===== src/rtl/pwm_multi_ctrl.sv =====
// Multi-channel PWM generator with double-buffered duty/period and per-channel cycle-end pulse.
// Optional output polarity control is enabled with `define PWM_POLARITY_EN.
module pwm_multi_ctrl #(
  parameter int unsigned CH = 4,
  parameter int unsigned W  = 28
) (
  input  logic          CLK,
  input  logic          RST,
  input  logic [CH*W-1:0] DUTY_IN,
  input  logic [CH*W-1:0] PERIOD_IN,
  input  logic [CH-1:0] LOAD,
  input  logic [CH-1:0] EN,
`ifdef PWM_POLARITY_EN
  input  logic [CH-1:0] POL,
`endif
  output logic [CH-1:0] PWM_OUT,
  output logic [CH-1:0] CYCLE_END,
  output logic [CH-1:0] PEND
);

  logic [W-1:0] cnt_q      [CH];
  logic [W-1:0] cnt_d      [CH];
  logic [W-1:0] act_duty_q [CH];
  logic [W-1:0] act_duty_d [CH];
  logic [W-1:0] act_per_q  [CH];
  logic [W-1:0] act_per_d  [CH];
  logic [W-1:0] pnd_duty_q [CH];
  logic [W-1:0] pnd_duty_d [CH];
  logic [W-1:0] pnd_per_q  [CH];
  logic [W-1:0] pnd_per_d  [CH];
  logic [W-1:0] last_c     [CH];
  logic [CH-1:0] pend_q, pend_d;
  logic [CH-1:0] pwm_q, pwm_d;
  logic [CH-1:0] ce_q, ce_d;
  logic [CH-1:0] run_c, wrap_c, apply_c;
  logic [CH-1:0] pol_c;

`ifdef PWM_POLARITY_EN
  assign pol_c = POL;
`else
  assign pol_c = '0;
`endif

  // Per-channel run/wrap/apply decode
  for (genvar g = 0; g < int'(CH); g++) begin : g_ch
    assign last_c[g]  = act_per_q[g] - W'(1);
    assign run_c[g]   = EN[g] && (act_per_q[g] != '0);
    assign wrap_c[g]  = run_c[g] && (cnt_q[g] == last_c[g]);
    assign apply_c[g] = wrap_c[g] || !run_c[g];
  end

  // Next-state: counter, outputs, and the pending/active buffer handoff
  always_comb begin
    cnt_d      = cnt_q;
    act_duty_d = act_duty_q;
    act_per_d  = act_per_q;
    pnd_duty_d = pnd_duty_q;
    pnd_per_d  = pnd_per_q;
    pend_d     = pend_q;
    pwm_d      = '0;
    ce_d       = '0;
    for (int i = 0; i < int'(CH); i++) begin
      pwm_d[i] = (run_c[i] && (cnt_q[i] < act_duty_q[i])) ^ pol_c[i];
      ce_d[i]  = wrap_c[i];
      cnt_d[i] = (run_c[i] && !wrap_c[i]) ? cnt_q[i] + W'(1) : '0;
      if (apply_c[i] && pend_q[i]) begin
        // A write landing on the apply edge supersedes the stale pending value
        pend_d[i] = 1'b0;
        if (LOAD[i]) begin
          act_duty_d[i] = DUTY_IN[i*W +: W];
          act_per_d[i]  = PERIOD_IN[i*W +: W];
        end else begin
          act_duty_d[i] = pnd_duty_q[i];
          act_per_d[i]  = pnd_per_q[i];
        end
      end else if (LOAD[i]) begin
        pnd_duty_d[i] = DUTY_IN[i*W +: W];
        pnd_per_d[i]  = PERIOD_IN[i*W +: W];
        pend_d[i]     = 1'b1;
      end
    end
  end

  always_ff @(posedge CLK) begin
    if (RST) begin
      for (int i = 0; i < int'(CH); i++) begin
        cnt_q[i]      <= '0;
        act_duty_q[i] <= '0;
        act_per_q[i]  <= '0;
        pnd_duty_q[i] <= '0;
        pnd_per_q[i]  <= '0;
      end
      pend_q <= '0;
      pwm_q  <= '0;
      ce_q   <= '0;
    end else begin
      cnt_q      <= cnt_d;
      act_duty_q <= act_duty_d;
      act_per_q  <= act_per_d;
      pnd_duty_q <= pnd_duty_d;
      pnd_per_q  <= pnd_per_d;
      pend_q     <= pend_d;
      pwm_q      <= pwm_d;
      ce_q       <= ce_d;
    end
  end

  assign PWM_OUT   = pwm_q;
  assign CYCLE_END = ce_q;
  assign PEND      = pend_q;

endmodule


===== config.mk =====
export PLATFORM = sky130hd
export DESIGN_NAME = pwm_multi_ctrl
export DESIGN_NICKNAME = d
export VERILOG_FILES = /design/src/rtl/pwm_multi_ctrl.sv
export SDC_FILE = /design/constraint.sdc
export NUM_CORES = 1
export LEC_CHECK = 0
export CORE_UTILIZATION = 40
export CTS_BUF_LIST = sky130_fd_sc_hd__clkbuf_16
export CTS_CLUSTER_SIZE = 30
export DETAILED_ROUTE_END_ITERATION = 10
export GPL_ROUTABILITY_DRIVEN = 0
export HOLD_SLACK_MARGIN = 0.12
export SLEW_MARGIN = 5
export SYNTH_ARGS = -nofsm -noshare
export SYNTH_HDL_FRONTEND = slang
export SYNTH_SLANG_ARGS = --single-unit

===== constraint.sdc =====
create_clock -name CLK -period 3.1 [get_ports CLK]
set_clock_uncertainty 0.1 [all_clocks]
set_input_delay 0.62 -clock CLK [delete_from_list [all_inputs] [get_ports CLK]]
set_output_delay 0.62 -clock CLK [all_outputs]
set_load 0.05 [all_outputs]

==> metrics, run 1 <==
status finished, violations left; failing checks negative setup slack; Cell Area, Synth 0.03372 mm²; number of buffers added on ports 245; Max-Cap Viols 0; initial cell density of the core between 40% and 50%; WHS 346.8 ps; DP HPWL 64,070 µm; cts hold-fix bufs 0; Worst VDD drop 449.4 µV; required time worst endpoint 3470 ps; maximum fanout along the worst path 7; post-synth top area cell dfxtp_1; Period minus WS final 3370 ps; vias per cell 5.341; CTS Sinks 572; Max Freq just under 300 MHz; syn nets 4,132; DRT iter0 DRCs 1,580; power density cells roughly 500 mW/mm²; RSZ-0062 raised after global routing yes; total chip power 0.02279 W; Worst slew margin 51.33%; Ports 246; total track usage a little over a fifth; Worst Hold Class in -> reg; Synth Warn # 0; number of global-route vias before repair 27,350; htree depth 3; global-route wire length before repair 148,400 µm; TritonCTS Buffers around 70; Yosys top cell area share 33.96%; ant diodes 0; Total Wirelength ~96,000 µm; worst skew pair latency 610 ps; max-slew violations 0; TritonCTS clock tree done; CP Capture Type register; Worst Slack Setup Final -269.6 ps; First-pass DRT Iterations 7; Post-synth top cells dfxtp_1, mux2i_1, nor2_1, nand2b_1, clkbuf_1; element type at the critical path start register; DRC errors left 0; CP arrival 3740 ps; final worst-path cycle share 108.7%; pin count of the biggest net entering global routing 123; Root Buffer clkbuf_16; number of routed nets with antenna violations 0; CTS Buffer Depth 3; most frequent cell after synthesis dfxtp_1; Vias ~29,000; P_leak 18.29 nW; final hold violation count 0; share of layout cells above drive strength 1 20.79%; initial antenna violation count 7; drt wl/cell 17.88 µm; Die ar. 0.08547 mm²; chip width 292.4 µm; register area share after synthesis 33.96%; Die H 292.4 µm; remaining global-route overflow 0; CP Class reg -> reg; post-synthesis cell count roughly 3,800; actual slew at the worst max-slew pin 724.4 ps; Nets around 4,600; Syn Area/Cell 8.926 µm²; ys async rst share 0%; Core ar. around 0.084 mm²; top_reg_cell synth dfxtp_1; Layout area overhead 31.45%; Synth area leaders dfxtp_1, mux2i_1, nand2b_1; Yosys reg bits 572; Final setup viols 452; Reg clk slew, reported paths around 60 ps; Netlist cell types a little under 90; Post-synth EDFFs 0; # rows 106
-- per-layer routing --
layer  share of wire [%]  GRT usage, %
met3                 4.5         3.748
met5               0.080             0
met4                 2.1         5.325
met2                  46         34.84
met1                  47         28.73
-- power by group --
| part | switching [W] | internal (W) |
|---|---|---|
| Combinational | 0.00334 | 0.00350 |
| Clock | 0.00327 | 0.00450 |
| Sequential | 0.000321 | 0.00786 |
-- final cells by class --
class                   instances  area [µm²]
well taps                    1080        1351
repair buffers                658        7186
clock inverters                46       361.6
multi-input cells            2796       21680
flip-flops and latches        572       11470
clock buffers                  70        1752
inverters                     139       524.3
fillers                      7473       39230
-- path summary, 6_finish.rpt --
path	start	endpoint	slack, ps	depth (start not counted)
worst min register to register	pnd_duty_q[60]$_SDFFE_PP0N_	pnd_duty_q[60]$_SDFFE_PP0N_	360	2
worst max-delay path	act_per_q[57]$_SDFFE_PP0P_	act_duty_q[59]$_SDFFE_PP0P_	-270	15
worst max register to register	act_per_q[57]$_SDFFE_PP0P_	act_duty_q[59]$_SDFFE_PP0P_	-270	15
worst min-delay path	LOAD[1]	pnd_duty_q[77]$_SDFFE_PP0N_	350	3
-- placed cells by master (no fill, tap or decap), drive strengths merged, types with 97 or more instances in the layout --
cell type      synthesis  routed
inv                  139     154
mux2                 137     137
xnor2                122     122
a21oi                 97      97
ha                   120     120
mux2i                397     397
nand4                105     105
dfxtp                572     572
nand2b               354     354
clkdlybuf4s50          0     239
xor2                 112     112
nor3                 109     109
buf                   74     407
nor2                 397     397
a211oi                98      98
-- critical path: stages (launching register included) --
cell,delay (ps)
dfxtp_2,330
buf_6,110
or4_4,530
buf_6,140
nor4_4,240
buf_6,170
and3_4,210
xor2_2,80
nor4_2,290
buf_4,160
buf_6,90
o2111ai_4,180
nand2_4,160
buf_12,170
clkbuf_16,180
a211oi_2,60
-- registers in the layout, indices dropped and copies added, names as in the netlist --
signal	flops
CYCLE_END	4
pnd_duty_q	112
act_duty_q	112
pnd_per_q	112
PWM_OUT	4
act_per_q	112
PEND	4
cnt_q	112
-- metrics by stage --
step	setup slack, ps	std cells	utilization [%]	instance area, µm²	TNS [ps]
after floorplan	-81.11	3778	-	34060	-5395
after global placement	-216.5	5130	46.99	39270	-54870
after detailed placement	-235.1	5130	46.99	39270	-63340
after CTS	-213.7	5326	51.74	43230	-52670
after global routing	-442.2	5361	53.05	44330	-127260
final	-269.6	5361	53.05	44330	-64370
-- what timing repair did --
item                       in CTS  in global routing
gates resized for setup       175                138
buffers inserted               52                 22
pin swaps                     110                 82
gates cloned                   29                 19
setup endpoints to repair     511                541
-- cell families after synthesis --
logic type / after synthesis / share of synthesized area [%]
XOR/XNOR: 237 / 6.282
flip-flops: 572 / 33.96
buffers and inverters: 410 / 5.239
multiplexers: 534 / 16.65
adder cells (fa/ha/maj): 120 / 4.453
AND/OR/NAND/NOR: 1417 / 22.76
AO/OA/AOI/OAI: 488 / 10.66
No activity file was read; power rests on OpenSTA's default activity.
==> run 2, diff against run 1 <==
Settings changed: HOLD_SLACK_MARGIN 0.12 to unset, RECOVER_POWER set to 25.
Clock period 3.1 ns to 3.5 ns, I/O delays scaled along.
==> run 2 against run 1 <==
The flow now finishes without violations. Critical path depth shrank 5. Fmax shrank 1.9%. Setup slack gained 330 ps. Sequential power shrank 11%. Power shrank 17%. First-iteration DRC count shrank 8.2%. Global-route usage shrank 1.5 points. Core utilization shrank 4.8 points. Clock power shrank 11%. Cell count shrank 4.6%. Largest cell class unchanged.
==> metrics, run 2 (synthesis gave the netlist of run 1 again) <==
vias per cell 5.339; Worst VDD drop 345.3 µV; cts hold-fix bufs 0; initial antenna violation count 2; chip width about 300 µm; required time worst endpoint between 3000 and 4000 ps; CTS Buffer Depth 3; total track usage 19.73%; Period minus WS final 3436 ps; TritonCTS Buffers 69; Max Freq a little under 300 MHz; Vias around 27,000; maximum fanout along the worst path 15; actual slew at the worst max-slew pin 970.1 ps; Worst Hold Class reg -> reg; CP Class reg -> reg; max-slew violations 0; Root Buffer clkbuf_16; DRC errors left 0; Worst slew margin 35.33%; CP max stage delay 580 ps; R2R cell count 10; Nets ~4,300; power density cells around 470 mW/mm²; Fin Setup TNS 0 ps; P_leak roughly 16 nW; RR Endpoint pnd_per_q[31]$_SDFFE_PP0N_; remaining global-route overflow 0; Ports 246; internal reg-to-reg setup slack 60 ps; Cell Chain, Critical Path nor3_1 -> nand2_1 -> or3_4 -> o311a_1 -> o221ai_1 -> and4b_4 -> a221oi_4 -> buf_6 -> buf_16 -> mux2i_1; HP Start pnd_per_q[35]$_SDFFE_PP0N_; pin count of the biggest net entering global routing 132; DRT iter0 DRCs 1,450; WHS Path Cells 2; CP arrival 3860 ps; worst skew pair latency 610 ps; number of global-route vias before repair 26,080; CTS Sinks 572; FF-to-FF Start act_per_q[39]$_SDFFE_PP0P_; hold endpoint pnd_per_q[35]$_SDFFE_PP0N_; number of routed nets with antenna violations 0; Core ar. around 0.084 mm²; CP max stage cell nor3_1; Layout area overhead 19.52%; htree depth 3; Die H 292.4 µm; setup slack at placement 15.84 ps; commonest non-fill, non-tap cells in the layout dfxtp_1, nor2_1, mux2i_1; initial cell density of the core between 40% and 50%; Final setup viols 0; final hold violation count 0; Die ar. 0.08547 mm²; number of buffers added on ports 245; TritonCTS clock tree done; element type at the critical path start register; Worst Slack Setup Final 64.27 ps; status finished clean; commonest non-fill, non-tap cell in the layout dfxtp_1; Max-Cap Viols 0; # rows 106; share of layout cells above drive strength 1 11.76%; final core occ slightly below 50%; ant diodes 0; First-pass DRT Iterations 5; final worst-path cycle share 98.16%; DP HPWL 62,450 µm; CP Capture Type register; Reg clk slew, reported paths 60 ps; drt wl/cell about 17 µm; global-route wire length before repair 139,200 µm; Total Wirelength 87,100 µm
[run 2: repair_timing]
action                     in CTS  in global routing
setup buffers                   0                  3
pin swaps                       0                  9
setup endpoints to repair       1                484
resized for setup               1                 34
gates cloned                    0                  3
hold endpoints to repair        0                  0
[run 2: layer usage]
metal	wire length, µm	GRT usage, %	up-vias
met5	12	0	-
met4	1933	5.159	2
met3	3812	2.868	126
met2	40210	32.86	525
met1	41130	26.56	12930
li1	-	-	13710
[run 2: per-stage QoR]
stage	hold WS (ps)	total power (W)	area, µm²	instances
finish	366.9	0.01883	40300	5112
global route	379.8	0.01978	40300	5112
CTS	371.8	0.01894	40050	5106
detailed placement	359.8	0.01193	37920	4988
global placement	355.9	0.01188	37920	4988
floorplan	343.9	0.01047	33720	3778
[run 2: cell type report]
cell class,count,area (µm²)
fill,7915,43250
multi-input combinational,2796,20720
clock inverter,48,380.4
inverter,139,521.8
timing repair buffer,407,4119
clock buffer,70,1752
sequential,572,11450
tap,1080,1351
[run 2: worst max-delay path by stage]
stage                               start                     endpoint  slack (ps)  depth (start not counted)
6_report       act_per_q[39]$_SDFFE_PP0P_   pnd_per_q[31]$_SDFFE_PP0N_          60                         10
5_1_grt        act_per_q[28]$_SDFFE_PP0P_   act_per_q[33]$_SDFFE_PP0P_         -20                         12
4_1_cts        act_per_q[28]$_SDFFE_PP0P_  pnd_duty_q[41]$_SDFFE_PP0N_           2                         10
3_5_place_dp    act_per_q[0]$_SDFFE_PP0P_   act_duty_q[2]$_SDFFE_PP0P_          20                         11
3_3_place_gp   act_per_q[28]$_SDFFE_PP0P_  act_duty_q[30]$_SDFFE_PP0P_          60                         10
2_1_floorplan  act_per_q[28]$_SDFFE_PP0P_  pnd_duty_q[28]$_SDFFE_PP0N_         100                         13
[run 2: critical path, delay by kind of cell, from the launching register on]
family,cells,cell delay [ps]
compound gates,3,850
simple gates,4,1520
buf+inv,2,360
mux,1,210
flops,1,310
[run 2: power breakdown]
part           switching, W  leakage, nW  internal, W
Combinational       0.00245         10.6      0.00220
Clock               0.00291         1.08      0.00400
Sequential         0.000304         4.67      0.00696
==> run 3, diff against run 2 <==
Settings changed: CORE_MARGIN set to 4.
==> run 3 against run 2 <==
Critical path depth unchanged. Non-clock buffer count up 16. Sequential cell count unchanged. Power up 1.2%. Sequential share of layout area down 0.17 points. Global-route usage down 0.63 points. Highest routed layer unchanged. Sequential power about the same. Fmax up 1.2%. Register-to-register slack better by 40 ps. Core utilization up 0.31 points. Hold slack better by 0.73 ps. First-iteration DRC count down 4.7%.
==> metrics, run 3 (synthesis gave the netlist of run 1 again) <==
commonest non-fill, non-tap cells in the layout dfxtp_1, nor2_1, mux2i_1; Vias 27,390; DRC errors left 0; global-route wire length before repair 142,300 µm; number of buffers added on ports between 200 and 250; commonest non-fill, non-tap cell in the layout dfxtp_1; CP Capture Type register; CTS Sinks 572; cts hold-fix bufs 0; element type at the critical path start register; final hold violation count 0; status finished clean; max-slew violations 0; ant diodes 0; Worst slew margin between 40% and 50%; htree depth 3; # rows 106; worst skew pair latency roughly 600 ps; Layout area overhead 20.28%; DRT iter0 DRCs 1,382; Die ar. approximately 0.089 mm²; number of global-route vias before repair 26,340; Fin Setup TNS 0 ps; chip width approximately 300 µm; power density cells 470.0 mW/mm²; Reg clk slew, reported paths 60 ps; number of routed nets with antenna violations 0; final worst-path cycle share between 90 and 100%; Total Wirelength 88,530 µm; vias per cell between 5 and 6; Period minus WS final 3396 ps; remaining global-route overflow 0; P_leak roughly 17 nW; actual slew at the worst max-slew pin 802.9 ps; First-pass DRT Iterations 5; Max Freq ~300 MHz; pin count of the biggest net entering global routing between 100 and 150; drt wl/cell 17.25 µm; Nets around 4,400; Root Buffer clkbuf_16; setup slack at placement -14.95 ps; TritonCTS clock tree done; required time worst endpoint 3870 ps; CP Class reg -> reg; TritonCTS Buffers 69; Max-Cap Viols 0; Ports roughly 250; Worst Slack Setup Final 104.1 ps; DP HPWL between 60,000 and 70,000 µm; Worst Hold Class reg -> reg; share of layout cells above drive strength 1 12.49%; initial antenna violation count 2; Core ar. 0.08356 mm²; CP arrival 3760 ps; Worst VDD drop 322.3 µV; maximum fanout along the worst path 30; CTS Buffer Depth 3; WHS 367.6 ps; Final setup viols 0; initial cell density of the core about two fifths; Die H 298.4 µm; total track usage 19.10%
[run 3: layer usage]
layer / routed length [µm] / GRT usage [%]
met4: 1723 / 4.444
met5: 13 / 0
met1: 42100 / 26.39
met3: 3628 / 2.782
met2: 41070 / 31.60
[run 3: power by group]
group	total [W]	internal [W]	leakage (nW)	switching, W
sequential	0.00727	0.00696	4.67	0.000312
clock	0.00704	0.00412	1.11	0.00292
combinational	0.00475	0.00226	10.7	0.00249
total	0.0191	0.0133	16.5	0.00572
[run 3: final cells by class]
cell class                      count  area (µm²)
Multi-Input combinational cell   2796       20800
Inverter                          139       521.8
Tap cell                         1080        1351
Clock buffer                       71        1777
Timing Repair Buffer              423        4242
Fill cell                        7878       42990
Clock inverter                     50       410.4
Sequential cell                   572       11460
[run 3: timing repair]
item | CTS | global route
setup endpoints to repair | 111 | 435
hold endpoints to repair | 0 | 0
gates resized for setup | 2 | 59
pin swaps | 1 | 13
cloned | 1 | 4
setup buffers | 0 | 7
[run 3: worst max-delay path, cell delays in order (launching register included)]
cell	delay, ps
dfxtp_1	310
or4_4	580
or4b_1	550
o21ai_0	190
a32oi_1	130
a21oi_1	320
nor3b_1	100
buf_4	170
a21boi_4	210
buf_12	240
mux2_2	350
[run 3: path summary, 6_finish.rpt]
check | startpoint | to | slack [ps] | cells after the start
setup / recovery | act_per_q[101]$_SDFFE_PP0P_ | act_duty_q[85]$_SDFFE_PP0P_ | 100 | 10
hold / removal | pnd_per_q[48]$_SDFFE_PP0N_ | pnd_per_q[48]$_SDFFE_PP0N_ | 370 | 2
setup reg to reg | act_per_q[101]$_SDFFE_PP0P_ | act_duty_q[85]$_SDFFE_PP0P_ | 100 | 10
hold reg to reg | pnd_per_q[48]$_SDFFE_PP0N_ | pnd_per_q[48]$_SDFFE_PP0N_ | 370 | 2
[run 3: stage by stage]
| stage | cells | power (W) | utilization (%) | instance area [µm²] |
|---|---|---|---|---|
| 6_report | 5131 | 0.01906 | 48.54 | 40560 |
| 5_1_grt | 5131 | 0.02002 | 48.54 | 40560 |
| 2_1_floorplan | 3778 | 0.01047 | - | 33720 |
| 3_5_place_dp | 4998 | 0.01194 | 45.41 | 37940 |
| 4_1_cts | 5120 | 0.01912 | 48.08 | 40170 |
| 3_3_place_gp | 4998 | 0.01191 | 45.41 | 37940 |
